[config.mk]
export PLATFORM = sky130hd
export DESIGN_NAME = galvo_stepper
export DESIGN_NICKNAME = d
export VERILOG_FILES = /design/src/rtl/galvo_stepper.sv
export SDC_FILE = /design/constraint.sdc
export NUM_CORES = 1
export LEC_CHECK = 0
export BUFFER_PORTS_ARGS = -buffer_cell sky130_fd_sc_hd__buf_4
export CORE_MARGIN = 8
export CORE_UTILIZATION = 30
export DETAILED_ROUTE_END_ITERATION = 16
export GPL_TIMING_DRIVEN = 0
export SYNTH_ARGS = -nofsm -noshare
export SYNTH_HDL_FRONTEND = slang
export SYNTH_SLANG_ARGS = --single-unit
[constraint.sdc]
create_clock -name iCLK -period 5.54 [get_ports iCLK]
set_input_delay 0.554 -clock iCLK [delete_from_list [all_inputs] [get_ports iCLK]]
set_output_delay 0.554 -clock iCLK [all_outputs]
set_load 0.05 [all_outputs]
[src/rtl/galvo_stepper.sv]
// Galvo raster stepper: on each trigger rise computes the next (x,y) DAC position, strobes it out,
// waits the settle time, then acknowledges. Define GALVO_STEPPER_SERPENTINE_EN for serpentine rows.
module galvo_stepper #(
  parameter int DAC_W = 16
) (
  input  logic             iCLK,
  input  logic             iRST,
  input  logic             iTRIGGER,
  input  logic             iSEQ_BUSY,
  input  logic [DAC_W-1:0] iX_START,
  input  logic [DAC_W-1:0] iY_START,
  input  logic [DAC_W-1:0] iX_STEP,
  input  logic [DAC_W-1:0] iY_STEP,
  input  logic [7:0]       iNUM_X,
  input  logic [7:0]       iNUM_Y,
  input  logic [15:0]      iSETTLE_CYCLES,
  output logic [DAC_W-1:0] oDAC_X,
  output logic [DAC_W-1:0] oDAC_Y,
  output logic             oDAC_LOAD,
  output logic             oGALVO_ACK,
  output logic [7:0]       oX_IDX,
  output logic [7:0]       oY_IDX,
  output logic             oBUSY,
  output logic             oOVERRUN
);

  typedef enum logic [2:0] {
    S_IDLE, S_CALC, S_WRITE, S_SETTLE, S_ACK
  } state_t;

  state_t state, state_nxt;

  logic                    trig_q;
  logic                    rise;
  logic [15:0]             settle_cnt;
  logic                    first;
  logic                    x_neg;
  logic [DAC_W-1:0]        x_start_r, y_start_r;
  logic signed [DAC_W-1:0] x_step_r, y_step_r;
  logic [7:0]              num_x_r, num_y_r;
  logic [7:0]              last_x, last_y;

  logic [DAC_W-1:0]        x_nxt, y_nxt;
  logic [7:0]              xi_nxt, yi_nxt;
  logic                    neg_nxt;

  // Codes wrap modulo 2^DAC_W; neg subtracts the step for reverse-direction rows.
  function automatic logic [DAC_W-1:0] wrap_add(input logic [DAC_W-1:0] a,
                                                input logic signed [DAC_W-1:0] d,
                                                input logic neg);
    logic signed [DAC_W-1:0] dd;
    dd = neg ? -d : d;
    return a + dd;
  endfunction

  assign rise   = iTRIGGER & ~trig_q;
  assign last_x = (num_x_r == 8'd0) ? 8'd0 : num_x_r - 8'd1;
  assign last_y = (num_y_r == 8'd0) ? 8'd0 : num_y_r - 8'd1;

  always_ff @(posedge iCLK) begin
    if (iRST) state <= S_IDLE;
    else      state <= state_nxt;
  end

  always_comb begin
    state_nxt = state;
    case (state)
      S_IDLE:   if (rise) state_nxt = S_CALC;
      S_CALC:   state_nxt = S_WRITE;
      S_WRITE:  state_nxt = S_SETTLE;
      S_SETTLE: if (settle_cnt == 16'd0) state_nxt = S_ACK;
      S_ACK:    state_nxt = S_IDLE;
      default:  state_nxt = S_IDLE;
    endcase
  end

  always_comb begin
    oDAC_LOAD  = 1'b0;
    oGALVO_ACK = 1'b0;
    oBUSY      = 1'b0;
    if (state == S_WRITE) oDAC_LOAD = 1'b1;
    if (state == S_ACK)   oGALVO_ACK = 1'b1;
    if (state != S_IDLE)  oBUSY = 1'b1;
  end

  always_ff @(posedge iCLK) begin
    if (iRST)                    settle_cnt <= 16'd0;
    else if (state == S_WRITE)   settle_cnt <= iSETTLE_CYCLES;
    else if (state == S_SETTLE && settle_cnt != 16'd0)
                                 settle_cnt <= settle_cnt - 16'd1;
  end

  // Next raster position, committed on the CALC->WRITE edge.
  always_comb begin
    x_nxt   = oDAC_X;
    y_nxt   = oDAC_Y;
    xi_nxt  = oX_IDX;
    yi_nxt  = oY_IDX;
    neg_nxt = x_neg;
    if (first) begin
      x_nxt   = iX_START;
      y_nxt   = iY_START;
      xi_nxt  = 8'd0;
      yi_nxt  = 8'd0;
      neg_nxt = 1'b0;
    end else if (oX_IDX >= last_x) begin
      if (oY_IDX >= last_y) begin
        x_nxt   = x_start_r;
        y_nxt   = y_start_r;
        xi_nxt  = 8'd0;
        yi_nxt  = 8'd0;
        neg_nxt = 1'b0;
      end else begin
        xi_nxt = 8'd0;
        yi_nxt = oY_IDX + 8'd1;
        y_nxt  = wrap_add(oDAC_Y, y_step_r, 1'b0);
`ifdef GALVO_STEPPER_SERPENTINE_EN
        x_nxt   = oDAC_X;
        neg_nxt = ~x_neg;
`else
        x_nxt   = x_start_r;
        neg_nxt = 1'b0;
`endif
      end
    end else begin
      xi_nxt = oX_IDX + 8'd1;
      x_nxt  = wrap_add(oDAC_X, x_step_r, x_neg);
    end
  end

  always_ff @(posedge iCLK) begin
    if (iRST) begin
      trig_q    <= 1'b0;
      first     <= 1'b1;
      x_neg     <= 1'b0;
      oDAC_X    <= '0;
      oDAC_Y    <= '0;
      oX_IDX    <= 8'd0;
      oY_IDX    <= 8'd0;
      oOVERRUN  <= 1'b0;
      x_start_r <= '0;
      y_start_r <= '0;
      x_step_r  <= '0;
      y_step_r  <= '0;
      num_x_r   <= 8'd0;
      num_y_r   <= 8'd0;
    end else begin
      trig_q <= iTRIGGER;
      if (state == S_IDLE && !iSEQ_BUSY) begin
        first    <= 1'b1;
        oX_IDX   <= 8'd0;
        oY_IDX   <= 8'd0;
        oOVERRUN <= 1'b0;
      end
      if (rise && state != S_IDLE) oOVERRUN <= 1'b1;
      if (state == S_CALC) begin
        oDAC_X <= x_nxt;
        oDAC_Y <= y_nxt;
        oX_IDX <= xi_nxt;
        oY_IDX <= yi_nxt;
        x_neg  <= neg_nxt;
        if (first) begin
          first     <= 1'b0;
          x_start_r <= iX_START;
          y_start_r <= iY_START;
          x_step_r  <= iX_STEP;
          y_step_r  <= iY_STEP;
          num_x_r   <= iNUM_X;
          num_y_r   <= iNUM_Y;
        end
      end
    end
  end

endmodule

==> flow_summary.json, run 1 <==
{
  "die_w_um": 182,
  "startpoint_type": "flop",
  "regArea_um2": 3000,
  "postCtsHoldBufs": 0,
  "via_per_inst": 5.10,
  "endpoint_kind": "flop",
  "switching_share": 0.323,
  "dieArea_um2": 33000,
  "syn_avg_cell_area_um2": 7.74,
  "synth_edf_count": 0,
  "peakVddDrop_mv": 0.249,
  "ys_ff_latch": 150,
  "insertion_delay_ns": 0.43,
  "cts_tree": "built",
  "power.internal_mw": 2.28,
  "arrival_ns": 4.32,
  "cpPeakStageDelay_ns": 0.49,
  "hold_ws_ns": 0.359,
  "power_frac_clock": 0.378,
  "post_cts_resized": 0,
  "drcViolationCount": 0,
  "finalCritPeriodShare": 0.730,
  "highest_layer": "met5",
  "grt_max_degree": 17,
  "ys.flop_type": "dfxtp_1",
  "crit_fanout": 10,
  "drive_gt1_frac": 0.159,
  "multi_input_area_um2": 4900,
  "n_fill_cell": 2828,
  "grt_pass1_vias": 7763,
  "area_growth_pct": 26.7,
  "fin_nets": 1384,
  "reg2reg_depth": 14,
  "wl_mm": 28.0,
  "setup_violations": 0,
  "cellPowerDensity_nw_per_um2": 324,
  "yosysSeqAreaShare": 0.365,
  "numClockSinks": 150,
  "cts_htree_levels": 4,
  "final_area_um2": 10400,
  "dp.final_hpwl_mm": 21.3,
  "overflow": 0,
  "status": "finished clean",
  "gp_congestion": 0.877,
  "place_area_um2": 9780,
  "fin_skew_ns": 0.00858,
  "max_freq_ghz": 0.247,
  "period_needed_ns": 4.04,
  "whs_path_depth": 2,
  "grt_usage": 0.167,
  "routed-wl-met3_mm": 2.05,
  "yosys_warnings": 0,
  "worstMarginPinSlew_ns": 1.28,
  "cp_slowest_cell": "a211oi_1",
  "drv_slew": 0,
  "path_common_cell": "o211ai_1",
  "relSlewSlack": 0.142,
  "row_count": 60,
  "vias": 8080,
  "hold_violations": 0,
  "drv_cap": 0,
  "wl_met2_mm": 12.9,
  "crit_type": "reg2reg",
  "required_ns": 5.82,
  "dr.pass1.iters": 5,
  "syn_nets": 1215,
  "wire_per_inst_um": 17.6,
  "fp.coreArea_um2": 27000,
  "setup_tns_ns": 0,
  "power.switching_mw": 1.09,
  "syn_inst": 1062,
  "ant_nets": 0,
  "drt-initial-drc-count": 729,
  "grt_pass1_wl_mm": 43.3,
  "cts_buffers": 17,
  "cts-root-buf": "clkbuf_16",
  "clockBufferDepth": 2,
  "synth.distinct_cells": 63,
  "async_reset_ff_frac": 0,
  "combPwrFrac": 0.260,
  "crit_chain": "nor4_1, nand2_1, or3_1, and2_1, ha_1, nand2b_1, nand3_1, a211oi_1, or2_2, clkbuf_1, buf_1, o211ai_1, o211ai_1, a21oi_1",
  "p_seq_frac": 0.362,
  "leakagePower_nw": 4.27,
  "wl_met1_mm": 12.4,
  "post-cts-setup-buffers": 0,
  "io_pins": 152,
  "die_h_um": 182,
  "path_clk_slew_ns": 0.06,
  "synthesis.area_um2": 8220,
  "hold_path_class": "in2reg",
  "port_buffers": 150,
  "antenna_found_initial": 3,
  "initial_core_util": 0.305,
  "rsz0062_at_grt": "false"
}
power by group through the flow:
stage	registers (mW)	clock network, mW	logic [mW]
6_report	1.22	1.27	0.877
5_1_grt	1.23	1.35	0.964
2_1_floorplan	1.30	0	0.516
3_3_place_gp	1.24	0	0.861
4_1_cts	1.22	1.29	0.875
3_5_place_dp	1.25	0	0.871
cells in the mapped netlist (all sizes together), types with 3 or more instances:
library cell | n | area, um2
a21o | 13 | 97.6
inv | 23 | 86.3
nand2 | 227 | 852
xnor2 | 20 | 175
o21a | 7 | 52.6
and2 | 3 | 18.8
nor2 | 77 | 289
nor3 | 20 | 100
buf | 6 | 35.0
clkbuf | 52 | 195
o22ai | 3 | 18.8
xor2 | 19 | 166
a21boi | 4 | 30.0
a31oi | 3 | 18.8
a21oi | 139 | 696
o211ai | 17 | 128
and3 | 10 | 62.6
a221oi | 6 | 52.6
o21ai | 53 | 265
nor3b | 8 | 60.1
a211oi | 23 | 173
o31a | 3 | 26.3
nand3b | 6 | 45.0
a311oi | 7 | 67.6
o31ai | 7 | 52.6
ha | 51 | 638
o311ai | 4 | 35.0
mux2i | 14 | 140
a22oi | 3 | 22.5
or2 | 6 | 37.5
dfxtp | 150 | 3000
nor4 | 6 | 58.8
nand3 | 11 | 55.1
or3 | 15 | 98.8
nand2b | 11 | 68.8
nor2b | 11 | 68.8
kinds of logic after synthesis:
kind of cell	synth area share
AO/OA/AOI/OAI	0.229
multiplexers	0.0184
flip-flops	0.365
adder cells (fa/ha/maj)	0.0825
AND/OR/NAND/NOR	0.225
buffers and inverters	0.0385
XOR/XNOR	0.0415
per-layer routing:
layer	track usage	vias to the layer above
met5	0	-
met4	0.0561	4
met3	0.0451	39
met2	0.273	237
met1	0.210	3729
li1	-	4071
metrics by stage:
step | total power [mW] | utilization | std cells | setup WS, ns
after detailed placement | 2.12 | 0.363 | 1553 | 1.54
after global routing | 3.55 | 0.387 | 1584 | 1.11
after CTS | 3.39 | 0.386 | 1583 | 1.53
after global placement | 2.10 | 0.363 | 1553 | 1.61
after floorplan | 1.82 | - | 1062 | 2.38
final | 3.37 | 0.387 | 1584 | 1.50
flip-flops by register name, summed over array words and instances (netlist names), 16 cells and up:
name and count:
y_start_r 16, x_step_r 16, oDAC_X 16, y_step_r 16, oDAC_Y 16, x_start_r 16
settle_cnt 16
final timing paths:
kind                     start            to  slack, ns
hold reg to reg   y_start_r[9]  y_start_r[9]       0.45
setup / recovery    num_x_r[2]     oDAC_X[6]       1.50
hold / removal        iTRIGGER        trig_q       0.36
setup reg to reg    num_x_r[2]     oDAC_X[6]       1.50
critical path: cells and delay by family, from the launching register on:
kind,cells,cell delay [ns]
simple gates,7,1.55
compound gates,4,0.90
buf+inv,2,0.83
flops,1,0.36
fa+ha+maj,1,0.26
placed cells by master, fill, tap and decap left out, drive strengths merged, types with 15 or more instances in the layout:
cell,Yosys,final
nand2,227,227
buf,6,156
dfxtp,150,150
a21oi,139,139
nor2,77,77
clkbuf,52,74
o21ai,53,53
ha,51,51
inv,23,23
a211oi,23,23
nor3,20,20
xnor2,20,20
xor2,19,19
o211ai,17,17
or3,15,15
cell type report:
type,instances,share of cell area
Tap cell,341,0.0410
Inverter,23,0.00829
Clock buffer,22,0.0474
Multi-Input combinational cell,831,0.471
Sequential cell,150,0.288
Antenna cell,1,0.000240
Timing Repair Buffer,150,0.108
Buffer,58,0.0221
Clock inverter,8,0.0139
No activity file was read; power rests on OpenSTA's default activity.
==> inputs of run 2 (changes only) <==
==> constraint.sdc (replaced) <==
create_clock -name iCLK -period 3.6 [get_ports iCLK]
set_input_delay 0.36 -clock iCLK [delete_from_list [all_inputs] [get_ports iCLK]]
set_output_delay 0.36 -clock iCLK [all_outputs]
set_load 0.05 [all_outputs]
==> run 2 against run 1 <==
  * Count of clock-buffer cells in the layout unchanged
  * Flip-flop and latch count unchanged
  * Critical endpoint is now oDAC_Y[11]
  * Hold slack got worse by 0.19 ns
  * Largest power group unchanged
  * Clock power rose by 54%
  * Global-route usage is essentially flat
  * Via count rose by 0.47%
  * Critical path type unchanged
  * Maximum frequency grew 18%
  * Setup slack lost 1.3 ns
  * Routed wire length rose by 0.24%
  * Critical path depth fell by 1
  * Final cell count is the same
  * Combinational power up 58%
==> flow_summary.json, run 2 (synthesized netlist as in run 1, its figures left out) <==
{
  "fin_skew_ns": 0.00835,
  "placedCellCount": 1553,
  "grt_max_degree": 17,
  "area_growth_pct": 27.6,
  "path_clk_slew_ns": 0.06,
  "gp_congestion": 0.877,
  "relSlewSlack": 0.125,
  "whs_path_depth": 2,
  "max_freq_ghz": 0.291,
  "die_w_um": 182,
  "clockBufferDepth": 2,
  "drt-initial-drc-count": 632,
  "leakagePower_nw": 4.31,
  "drive_gt1_frac": 0.172,
  "finalCritPeriodShare": 0.953,
  "crit_fanout": 10,
  "layout.cells.non_filler": 1584,
  "cts_htree_levels": 4,
  "n_fill_cell": 2819,
  "crit_type": "reg2reg",
  "startpoint_type": "flop",
  "p_total_mw": 5.23,
  "hold_ws_ns": 0.164,
  "wl_mm": 28.0,
  "overflow": 0,
  "place_area_um2": 9780,
  "reg2reg_depth": 13,
  "postCtsHoldBufs": 0,
  "final_cell_mix": "227 x nand2_1, 150 x dfxtp_1, 150 x buf_4",
  "cp_slowest_cell": "dfxtp_1",
  "path_delay_family": "simple AND/OR/NAND/NOR gates",
  "drv_slew": 0,
  "grt_pass1_wl_mm": 43.3,
  "cellPowerDensity_nw_per_um2": 498,
  "drcViolationCount": 0,
  "die_h_um": 182,
  "status": "finished clean",
  "dieArea_um2": 33000,
  "final_area_um2": 10500,
  "dr.pass1.iters": 5,
  "io_pins": 152,
  "worstMarginPinSlew_ns": 1.31,
  "peakVddDrop_mv": 0.388,
  "cpPeakStageDelay_ns": 0.38,
  "routed-wl-met3_mm": 2.00,
  "grt_usage": 0.167,
  "highest_layer": "met5",
  "wire_per_inst_um": 17.7,
  "initial_core_util": 0.305,
  "required_ns": 3.89,
  "worstReg2RegStart": "num_x_r[2]",
  "port_buffers": 150,
  "rsz0062_at_grt": "false",
  "grt_pass1_vias": 7792,
  "crit_chain": "nor4_4, nand2_1, or3_4, and2_1, ha_1, nand2b_1, nand3_1, a211oi_4, or2_2, o21ai_0, clkbuf_2, a221oi_1, a21oi_1",
  "fin_util": 0.389,
  "endpoint_kind": "flop",
  "cts_buffers": 17,
  "fp.coreArea_um2": 27000,
  "via_per_inst": 5.13,
  "fin_nets": 1384,
  "dp.final_hpwl_mm": 21.3,
  "hold_path_class": "in2reg",
  "cts-root-buf": "clkbuf_16",
  "r2r-end": "oDAC_Y[11]",
  "final_common_cell": "nand2_1",
  "setup_violations": 0,
  "numClockSinks": 150,
  "wl_met2_mm": 13.0,
  "drv_cap": 0,
  "vias": 8118,
  "period_needed_ns": 3.43,
  "wl_met1_mm": 12.5,
  "min_to": "trig_q",
  "hold_violations": 0,
  "fin_ws_ns": 0.168,
  "cts_tree": "built",
  "post-cts-setup-buffers": 0,
  "setup_tns_ns": 0,
  "arrival_ns": 3.72,
  "min_from": "iTRIGGER",
  "ant_nets": 0,
  "row_count": 60,
  "r2r_slack_ns": 0.17,
  "antenna_found_initial": 3,
  "insertion_delay_ns": 0.42,
  "crit_buf_inv": 1,
  "dpl_worst_slack_ns": -0.401
}
-- run 2: cell types whose count changed in the layout (fill, tap and decap cells not counted), sizes merged --
cell / previous run / this run
buf: 156 / 155
clkbuf: 74 / 75
-- run 2: worst register-to-register path: cells and delay by family, from the launching register on --
family          cells  cell delay [ns]
compound gates      4             0.94
fa+ha+maj           1             0.26
buf+inv             1             0.32
flops               1             0.38
simple gates        7             1.40
-- run 2: layout make-up --
type	count	area, um2	area share
tap	341	427	0.0407
inverter	23	86.3	0.00823
buffer	58	245	0.0234
timing repair buffer	150	1130	0.107
antenna	1	2.50	0.000238
clock buffer	22	494	0.0471
clock inverter	8	145	0.0138
multi-input combinational	831	4960	0.473
sequential	150	3000	0.286
-- run 2: layer usage --
metal	vias up	track usage
met5	-	0
met4	4	0.0561
met3	40	0.0435
met2	251	0.273
met1	3751	0.210
li1	4072	-
-- run 2: worst max-delay path by stage --
stage               depth (start not counted)  startpoint    endpoint
finish                                     13  num_x_r[2]  oDAC_Y[11]
global route                               13  num_x_r[2]  oDAC_Y[11]
CTS                                        14  num_x_r[2]  oDAC_Y[12]
detailed placement                         15  num_x_r[2]   oDAC_X[8]
global placement                           14  num_x_r[2]   oDAC_X[6]
floorplan                                  15  num_x_r[2]   oDAC_X[8]
-- run 2: repair_timing --
item,in CTS,in global routing
hold endpoints to repair,0,0
endpoints found under the setup margin,42,43
resized for setup,10,16
pin swaps,0,1
-- run 2: power by group --
part / switching [mW] / internal, mW
clock: 0.718 / 1.24
combinational: 0.875 / 0.511
sequential: 0.0998 / 1.78
==> inputs of run 3 (changes only) <==
--- a/config.mk
+++ b/config.mk
@@ -7,7 +7,7 @@
 export LEC_CHECK = 0
 export BUFFER_PORTS_ARGS = -buffer_cell sky130_fd_sc_hd__buf_4
 export CORE_MARGIN = 8
-export CORE_UTILIZATION = 30
+export CORE_UTILIZATION = 40
 export DETAILED_ROUTE_END_ITERATION = 16
 export GPL_TIMING_DRIVEN = 0
 export SYNTH_ARGS = -nofsm -noshare
==> constraint.sdc (replaced) <==
create_clock -name iCLK -period 3.6 [get_ports iCLK]
set_input_delay 0.72 -clock iCLK [delete_from_list [all_inputs] [get_ports iCLK]]
set_output_delay 0.72 -clock iCLK [all_outputs]
set_load 0.05 [all_outputs]
==> run 3 against run 2 <==
  * Via count shrank 1.2%
  * Setup slack got worse by 0.0047 ns
  * Routed wire length fell by 5.5%
  * Core utilization is 12 points higher
  * Non-clock buffer count unchanged
  * Die area fell by 23%
  * Combinational power is essentially flat
  * Largest cell class unchanged
==> flow_summary.json, run 3 (synthesized netlist as in run 1, its figures left out) <==
{
  "layout.cells.non_filler": 1514,
  "grt_max_degree": 17,
  "grt_usage": 0.204,
  "port_buffers": 150,
  "drcViolationCount": 0,
  "final_common_cell": "nand2_1",
  "diodes": 0,
  "drt-initial-drc-count": 478,
  "drv_cap": 0,
  "cellPowerDensity_nw_per_um2": 480,
  "status": "finished clean",
  "critPathCapture": "oDAC_Y[14]",
  "crit_chain": "nor4_4, nand2_1, or3_1, and2_1, ha_1, nand2b_1, nand3_1, a211oi_4, o31a_1, buf_2, nor2_1, or4_1, o31ai_1",
  "dp.final_hpwl_mm": 20.1,
  "dpl_worst_slack_ns": -0.394,
  "die_h_um": 159,
  "fin_nets": 1384,
  "insertion_delay_ns": 0.43,
  "fp.coreArea_um2": 20200,
  "crit_type": "reg2reg",
  "switching_share": 0.345,
  "hold_violations": 0,
  "crit_buf_inv": 1,
  "overflow": 0,
  "antenna_found_initial": 0,
  "power.switching_mw": 1.71,
  "cts-root-buf": "clkbuf_16",
  "required_ns": 3.94,
  "drv_slew": 0,
  "period_needed_ns": 3.44,
  "power_frac_clock": 0.341,
  "p_total_mw": 4.94,
  "crit_fanout": 10,
  "endpoint_kind": "flop",
  "reg2reg_depth": 13,
  "arrival_ns": 3.78,
  "grt_pass1_vias": 7681,
  "wire_per_inst_um": 17.5,
  "combPwrFrac": 0.278,
  "max_freq_ghz": 0.291,
  "fin_ws_ns": 0.164,
  "r2r-end": "oDAC_Y[14]",
  "cts_htree_levels": 4,
  "vias": 8024,
  "area_growth_pct": 25.2,
  "fin_skew_ns": 0.00914,
  "cts_tree": "built",
  "io_pins": 152,
  "hold_path_class": "reg2reg",
  "final_cell_mix": "227 x nand2_1, 150 x dfxtp_1, 150 x buf_4",
  "numClockSinks": 150,
  "power.internal_mw": 3.23,
  "die_w_um": 159,
  "cpPeakStageDelay_ns": 0.53,
  "n_fill_cell": 2007,
  "drive_gt1_frac": 0.170,
  "setup_violations": 0,
  "finalCritPeriodShare": 0.955,
  "relSlewSlack": 0.173,
  "gp_congestion": 0.840,
  "dr.pass1.iters": 5,
  "row_count": 52,
  "cp-startpoint": "num_x_r[2]",
  "rsz0062_at_grt": "false",
  "grt_pass1_wl_mm": 41.5,
  "post-cts-setup-buffers": 0,
  "cts_buffers": 17,
  "dieArea_um2": 25400,
  "highest_layer": "met4",
  "postCtsHoldBufs": 0,
  "cp_slowest_cell": "or4_1",
  "routed-wl-met3_mm": 1.46,
  "peakVddDrop_mv": 0.323,
  "clockBufferDepth": 2,
  "cp_num_cells": 13,
  "setup_tns_ns": 0,
  "initial_core_util": 0.406,
  "startpoint_type": "flop",
  "r2r_slack_ns": 0.16,
  "worstReg2RegStart": "num_x_r[2]",
  "worstMarginPinSlew_ns": 1.24,
  "wl_mm": 26.5,
  "wl_met2_mm": 12.0,
  "placedCellCount": 1482,
  "leakagePower_nw": 4.24,
  "via_per_inst": 5.30,
  "p_seq_frac": 0.381,
  "whs_path_depth": 2,
  "wl_met1_mm": 12.6,
  "path_clk_slew_ns": 0.06,
  "ant_nets": 0,
  "path_delay_family": "simple AND/OR/NAND/NOR gates"
}
==> run 3: cell count changes in the layout (fill, tap and decap cells not counted), sizes merged <==
| cell | previous run | this run |
|---|---|---|
| bufinv | 4 | 1 |
| diode | 1 | 0 |
| clkinv | 2 | 4 |
| clkbuf | 75 | 72 |
| clkinvlp | 2 | 8 |
==> run 3: power groups by stage <==
stage	logic [mW]	registers [mW]	clock network, mW
5_1_grt	1.50	1.90	1.77
4_1_cts	1.35	1.88	1.71
6_report	1.37	1.88	1.69
3_5_place_dp	1.34	1.92	0
3_3_place_gp	1.33	1.91	0
2_1_floorplan	0.794	2.01	0
==> run 3: layout make-up <==
type                    count  area (um2)  share of cell area
plain buffers              58         245              0.0238
clock inverters            13         110              0.0107
multi-input cells         831        4950               0.481
inverters                  23        86.3             0.00839
repair buffers            150        1130               0.109
flip-flops and latches    150        3000               0.292
well taps                 270         338              0.0328
clock buffers              19         433              0.0421
==> run 3: worst min-delay path by stage <==
stage,start,to,slack (ns)
3_5_place_dp,x_start_r[13],x_start_r[13],0.44
5_1_grt,x_start_r[4],x_start_r[4],0.47
2_1_floorplan,y_start_r[8],y_start_r[8],0.43
4_1_cts,x_start_r[13],x_start_r[13],0.45
6_report,x_start_r[13],x_start_r[13],0.45
3_3_place_gp,y_start_r[8],y_start_r[8],0.44
==> run 3: worst reg2reg max path, cell delays in order, from the launching register on <==
cell and delay (ns):
dfxtp_1 0.38, nor4_4 0.32, nand2_1 0.12, or3_1 0.40, and2_1 0.20, ha_1 0.26
nand2b_1 0.09, nand3_1 0.11, a211oi_4 0.31, o31a_1 0.18, buf_2 0.27, nor2_1 0.09
or4_1 0.53, o31ai_1 0.09
==> run 3: metrics by stage <==
stage	hold slack, ns	cell area, um2	util
CTS	0.451	10300	0.507
global route	0.472	10300	0.509
detailed placement	0.442	9690	0.479
global placement	0.440	9690	0.479
floorplan	0.432	8220	-
finish	0.453	10300	0.509
==> run 3: layer usage <==
layer,vias to the layer above,global-route usage
met5,-,0
met4,0,0.0635
li1,4087,-
met1,3690,0.273
met3,30,0.0421
met2,217,0.322
==> run 3: what timing repair did <==
action                                  in CTS  in global routing
gates resized for setup                      9                 14
cloned                                       0                  0
endpoints found under the setup margin      43                 42
